### src/rtl/mem_port_arbiter.sv
// Round-robin arbiter and sequencer that shares one single-port memory between
// instruction fetch and data load/store, using a request/ack/valid handshake.
module mem_port_arbiter #(
    parameter int ADDR_WIDTH = 16,
    parameter int DATA_WIDTH = 16
) (
    input  logic                  clock,
    input  logic                  reset,
    input  logic                  fetch_req,
    input  logic [ADDR_WIDTH-1:0] fetch_addr,
    output logic                  fetch_ack,
    output logic                  fetch_valid,
    output logic [DATA_WIDTH-1:0] fetch_rdata,
    input  logic                  data_req,
    input  logic                  data_we,
    input  logic [ADDR_WIDTH-1:0] data_addr,
    input  logic [DATA_WIDTH-1:0] data_wdata,
    output logic                  data_ack,
    output logic                  data_valid,
    output logic [DATA_WIDTH-1:0] data_rdata,
    output logic                  mem_enable,
    output logic                  mem_writeEnable,
    output logic [ADDR_WIDTH-1:0] mem_address,
    output logic [DATA_WIDTH-1:0] mem_writeData,
    input  logic [DATA_WIDTH-1:0] mem_readData
);

    typedef enum logic [1:0] {
        ST_IDLE   = 2'd0,
        ST_ACCESS = 2'd1,
        ST_RESP   = 2'd2
    } state_t;

    localparam logic GNT_FETCH = 1'b0;
    localparam logic GNT_DATA  = 1'b1;

    state_t                r_state;
    state_t                w_state_next;
    logic                  r_grant;
    logic                  r_last_grant;
    logic                  r_mem_enable;
    logic                  r_mem_we;
    logic [ADDR_WIDTH-1:0] r_mem_address;
    logic [DATA_WIDTH-1:0] r_mem_wdata;
    logic                  r_fetch_ack;
    logic                  r_data_ack;
    logic                  r_fetch_valid;
    logic                  r_data_valid;

    logic                  w_any_req;
    logic                  w_sel_data;
    logic                  w_grant_now;
    logic                  w_resp_fetch;
    logic                  w_resp_data;

    assign w_any_req = fetch_req | data_req;

    // On contention the requester that did not win last time gets the port.
    assign w_sel_data = data_req & (~fetch_req | (r_last_grant == GNT_FETCH));

    assign w_resp_fetch = (r_state == ST_ACCESS) && (r_grant == GNT_FETCH);
    assign w_resp_data  = (r_state == ST_ACCESS) && (r_grant == GNT_DATA);

    // Next-state and grant decision; arbitration only outside the ACCESS cycle.
    always_comb begin
        w_state_next = r_state;
        w_grant_now  = 1'b0;
        case (r_state)
            ST_IDLE, ST_RESP: begin
                if (w_any_req) begin
                    w_state_next = ST_ACCESS;
                    w_grant_now  = 1'b1;
                end else begin
                    w_state_next = ST_IDLE;
                    w_grant_now  = 1'b0;
                end
            end
            ST_ACCESS: begin
                w_state_next = ST_RESP;
                w_grant_now  = 1'b0;
            end
            default: begin
                w_state_next = ST_IDLE;
                w_grant_now  = 1'b0;
            end
        endcase
    end

    // State register, grant bookkeeping and registered memory/handshake outputs.
    always_ff @(posedge clock) begin
        if (reset) begin
            r_state       <= ST_IDLE;
            r_grant       <= GNT_FETCH;
            r_last_grant  <= GNT_FETCH;
            r_mem_enable  <= 1'b0;
            r_mem_we      <= 1'b0;
            r_mem_address <= '0;
            r_mem_wdata   <= '0;
            r_fetch_ack   <= 1'b0;
            r_data_ack    <= 1'b0;
            r_fetch_valid <= 1'b0;
            r_data_valid  <= 1'b0;
        end else begin
            r_state       <= w_state_next;
            r_fetch_valid <= w_resp_fetch;
            r_data_valid  <= w_resp_data;
            if (w_grant_now) begin
                r_grant       <= w_sel_data;
                r_last_grant  <= w_sel_data;
                r_mem_enable  <= 1'b1;
                r_mem_we      <= w_sel_data & data_we;
                r_mem_address <= w_sel_data ? data_addr : fetch_addr;
                r_mem_wdata   <= w_sel_data ? data_wdata : '0;
                r_fetch_ack   <= ~w_sel_data;
                r_data_ack    <= w_sel_data;
            end else begin
                r_mem_enable  <= 1'b0;
                r_mem_we      <= 1'b0;
                r_fetch_ack   <= 1'b0;
                r_data_ack    <= 1'b0;
            end
        end
    end

    assign fetch_ack       = r_fetch_ack;
    assign data_ack        = r_data_ack;
    assign fetch_valid     = r_fetch_valid;
    assign data_valid      = r_data_valid;
    assign mem_enable      = r_mem_enable;
    assign mem_writeEnable = r_mem_we;
    assign mem_address     = r_mem_address;
    assign mem_writeData   = r_mem_wdata;

    // Registered memory output is already aligned with the RESP cycle.
    assign fetch_rdata = mem_readData;
    assign data_rdata  = mem_readData;

endmodule

### config.mk
export PLATFORM = sky130hd
export DESIGN_NAME = mem_port_arbiter
export DESIGN_NICKNAME = d
export VERILOG_FILES = /design/src/rtl/mem_port_arbiter.sv
export SDC_FILE = /design/constraint.sdc
export NUM_CORES = 1
export LEC_CHECK = 0
export CORE_AREA = 2 2 62 94
export CTS_CLUSTER_DIAMETER = 100
export DETAILED_ROUTE_END_ITERATION = 16
export DIE_AREA = 0 0 64 96
export PLACE_DENSITY = 0.77
export SLEW_MARGIN = 20
export SYNTH_ARGS = -nofsm -noshare
export SYNTH_HDL_FRONTEND = slang
export SYNTH_SLANG_ARGS = --single-unit
### constraint.sdc
create_clock -name clock -period 1.9 [get_ports clock]
set_clock_uncertainty 0.2 [all_clocks]
set_input_delay 0.285 -clock clock [delete_from_list [all_inputs] [get_ports clock]]
set_output_delay 0.285 -clock clock [all_outputs]
set_load 0.05 [all_outputs]
==> flow_summary.toml <==
[status]
status = "finished clean"

[global_routing]
grt_pass1_vias = 1348
grt_pass1_wl_mm = 6.15
antenna_found_initial = 0
grt_max_degree = 23
grtUsageTotal_pct = 13.0
overflow = 0

[clock_network]
numCtsBuffers = 5
path_clk_slew_ns = 0.07
cts_tree = "done"
post_cts_buffers = 0
clk-insertion-delay-late_ns = 0.28
clock_sinks = 40
clock-root-buffer = "clkbuf_8"
cts_max_level = 2
cts-resized-gates = 0
cts_hold_buf = 0
clockBufferDepth = 2

[worst_hold_path]
min_path_type = "reg -> reg"

[cells_and_area]
fin_util_pct = 46.7
synthToLayoutAreaGrowth_pct = 44.8
num_antenna_cells = 0
drive_above_1_share_pct = 28.6
stdcell_area_sq_mm = 0.00249
finish.net_count = 292
fin_cells = 294

[die]
start_util_pct = 32.2
rows = 33
ioPinCount = 139
die_h_microns = 96
die_area_sq_mm = 0.00614
die_w_microns = 64
core_sq_mm = 0.00533

[routing]
drtIter0Drc = 30
vias_per_cell = 4.54
vias = 1336
firstDrtPassIters = 4
routed_wl_mm = 3.76
wl_per_cell_microns = 12.8
drc_errors = 0
final_antenna_net_count = 0

[pwr]
p_comb_share_pct = 27.1
pwr-share-clk_pct = 30.2
power_density_mw_per_mm2 = 885
seqPwrFrac_pct = 42.7
leakagePower_nw = 1.08
switching_power_w = 0.000650
ir_worst_vdd_v = 0.000371
cell_internal_pwr_w = 0.00155
sw_frac_of_total_pct = 29.6

[timing]
hold_viol = 0
maxSlewHeadroom_pct = 56.3
tns_ns = 0
period_share_pct = 90.1
max_clock_freq_ghz = 0.584
whs_ns = 0.221
slew_viol_final = 0
rsz0062_at_grt = "false"
fin_crit_ns = 1.71
finalSetupViolCount = 0
tightest_slew_ns = 0.655

[critical_path]
worstPathRequired_ns = 1.90
worstSetupPathType = "in -> reg"
worst_setup_path_start_kind = "input pin"
path_max_fanout = 17
slowest_delay_ns = 0.56
worstPathArrival_ns = 1.71
cp-end-kind = "flip-flop"
slowest_stage = "a21bo_2"
worstPathCellList = "clkdlybuf4s50_1 -> a21bo_2 -> mux2i_1 -> a211oi_1"

[job]
maxCapViolations = 0

[place]
dp_hpwl_mm = 2.85
place_congestion = 0.723
dpl_cell_area_sq_mm = 0.00238
io_buffers = 90
dpl.cell_count = 286

[logic_synthesis]
synth-edff-count = 0
synth_area_leader_cell = "dfxtp_1"
yosysTopAreaCellShare_pct = 46.6
ys_top_cells_by_area = "dfxtp_1, buf_4, mux2i_1"
postSynthCellCount = 160
yosys_warnings = 0
syn-num-nets = 229
async_flop_share_pct = 0
synth_seq_cells = 40
synth.most_common_cell = "dfxtp_1"
yosys-top-cells-count = "dfxtp_1, buf_4, a211oi_1, mux2i_1, nor2_1"
ys_types = 23
avgSynthCellArea_sq_um = 10.7
netlist_area_sq_mm = 0.00172
synth_top_flop_cell = "dfxtp_1"
ys_seq_area_share_pct = 46.6
-- per-layer routing --
layer / track usage [%] / vias to the layer above / share of wire, %
li1: - / 661 / -
met2: 22.4 / 70 / 48
met4: 9.60 / 0 / 4.5
met5: 0 / - / 0
met1: 13.2 / 572 / 37
met3: 3.86 / 33 / 11
-- critical path, delay by kind of cell --
kind,cells,cell delay [ns]
AOI/OAI and AO/OA,2,0.81
buffers and inverters,1,0.46
muxes,1,0.15
-- placed cells by master, fill, tap and decap left out --
cell and count:
a2111oi_4 1, a211oi_1 16, a21bo_2 1, a21oi_1 1
a22o_1 10, a22o_2 6, a311oi_1 1, and2_1 3
buf_12 2, buf_4 44, bufinv_16 1, clkbuf_1 1
clkbuf_8 5, clkdlybuf4s50_1 52, clkinv_2 1, dfxtp_1 40
inv_1 1, inv_2 1, mux2i_1 16, nor2_1 16
nor2_2 1, nor2b_1 1, nor3_1 1, nor4_1 1
o21ba_2 1
-- metrics by stage --
step / total power [W] / setup WS (ns)
finish: 0.00220 / 0.189
global route: 0.00231 / 0.0273
CTS: 0.00224 / 0.155
detailed placement: 0.00156 / -0.177
global placement: 0.00155 / -0.124
floorplan: 0.00150 / 0.102
-- power by group through the flow --
stage,Combinational [W],Clock [W],Sequential (W)
6_report,0.000595,0.000665,0.000939
3_5_place_dp,0.000603,0,0.000957
2_1_floorplan,0.000333,0,0.00116
5_1_grt,0.000631,0.000736,0.000947
4_1_cts,0.000603,0.000697,0.000939
3_3_place_gp,0.000598,0,0.000957
-- area by class of cell --
type / instances / area [sq um]
multi-input cells: 76 / 592
fillers: 506 / 2840
well taps: 70 / 87.6
inverters: 2 / 7.51
clock buffers: 6 / 72.6
flip-flops and latches: 40 / 801
clock inverters: 2 / 35.0
repair buffers: 98 / 891
-- sequential cells by signal, summed over array words and instances (netlist names) --
| register | cells |
|---|---|
| mem_writeData | 16 |
| fetch_ack | 1 |
| r_last_grant | 1 |
| data_valid | 1 |
| fetch_valid | 1 |
| data_ack | 1 |
| r_state | 2 |
| mem_address | 16 |
| mem_writeEnable | 1 |
-- path summary, 6_finish.rpt --
kind                                                 from                           to  slack (ns)  cells past startpoint
worst max-delay path                             data_req  mem_address[9]$_SDFFE_PP0P_        0.19                      4
worst min-delay path                r_state[1]$_SDFF_PP0_       fetch_valid$_SDFF_PP0_        0.22                      1
worst max register to register  r_last_grant$_SDFFE_PP0P_  mem_address[9]$_SDFFE_PP0P_        0.22                      3
worst min register to register      r_state[1]$_SDFF_PP0_       fetch_valid$_SDFF_PP0_        0.22                      1
-- logic make-up (layout without fill, tap and decap cells) --
group	Yosys count	in the layout	synth area share, %
buffers and inverters	44	108	18.9
flip-flops	40	40	46.6
AO/OA/AOI/OAI	37	37	19.2
AND/OR/NAND/NOR	23	23	5.98
multiplexers	16	16	9.33
No activity file was read; power rests on OpenSTA's default activity.
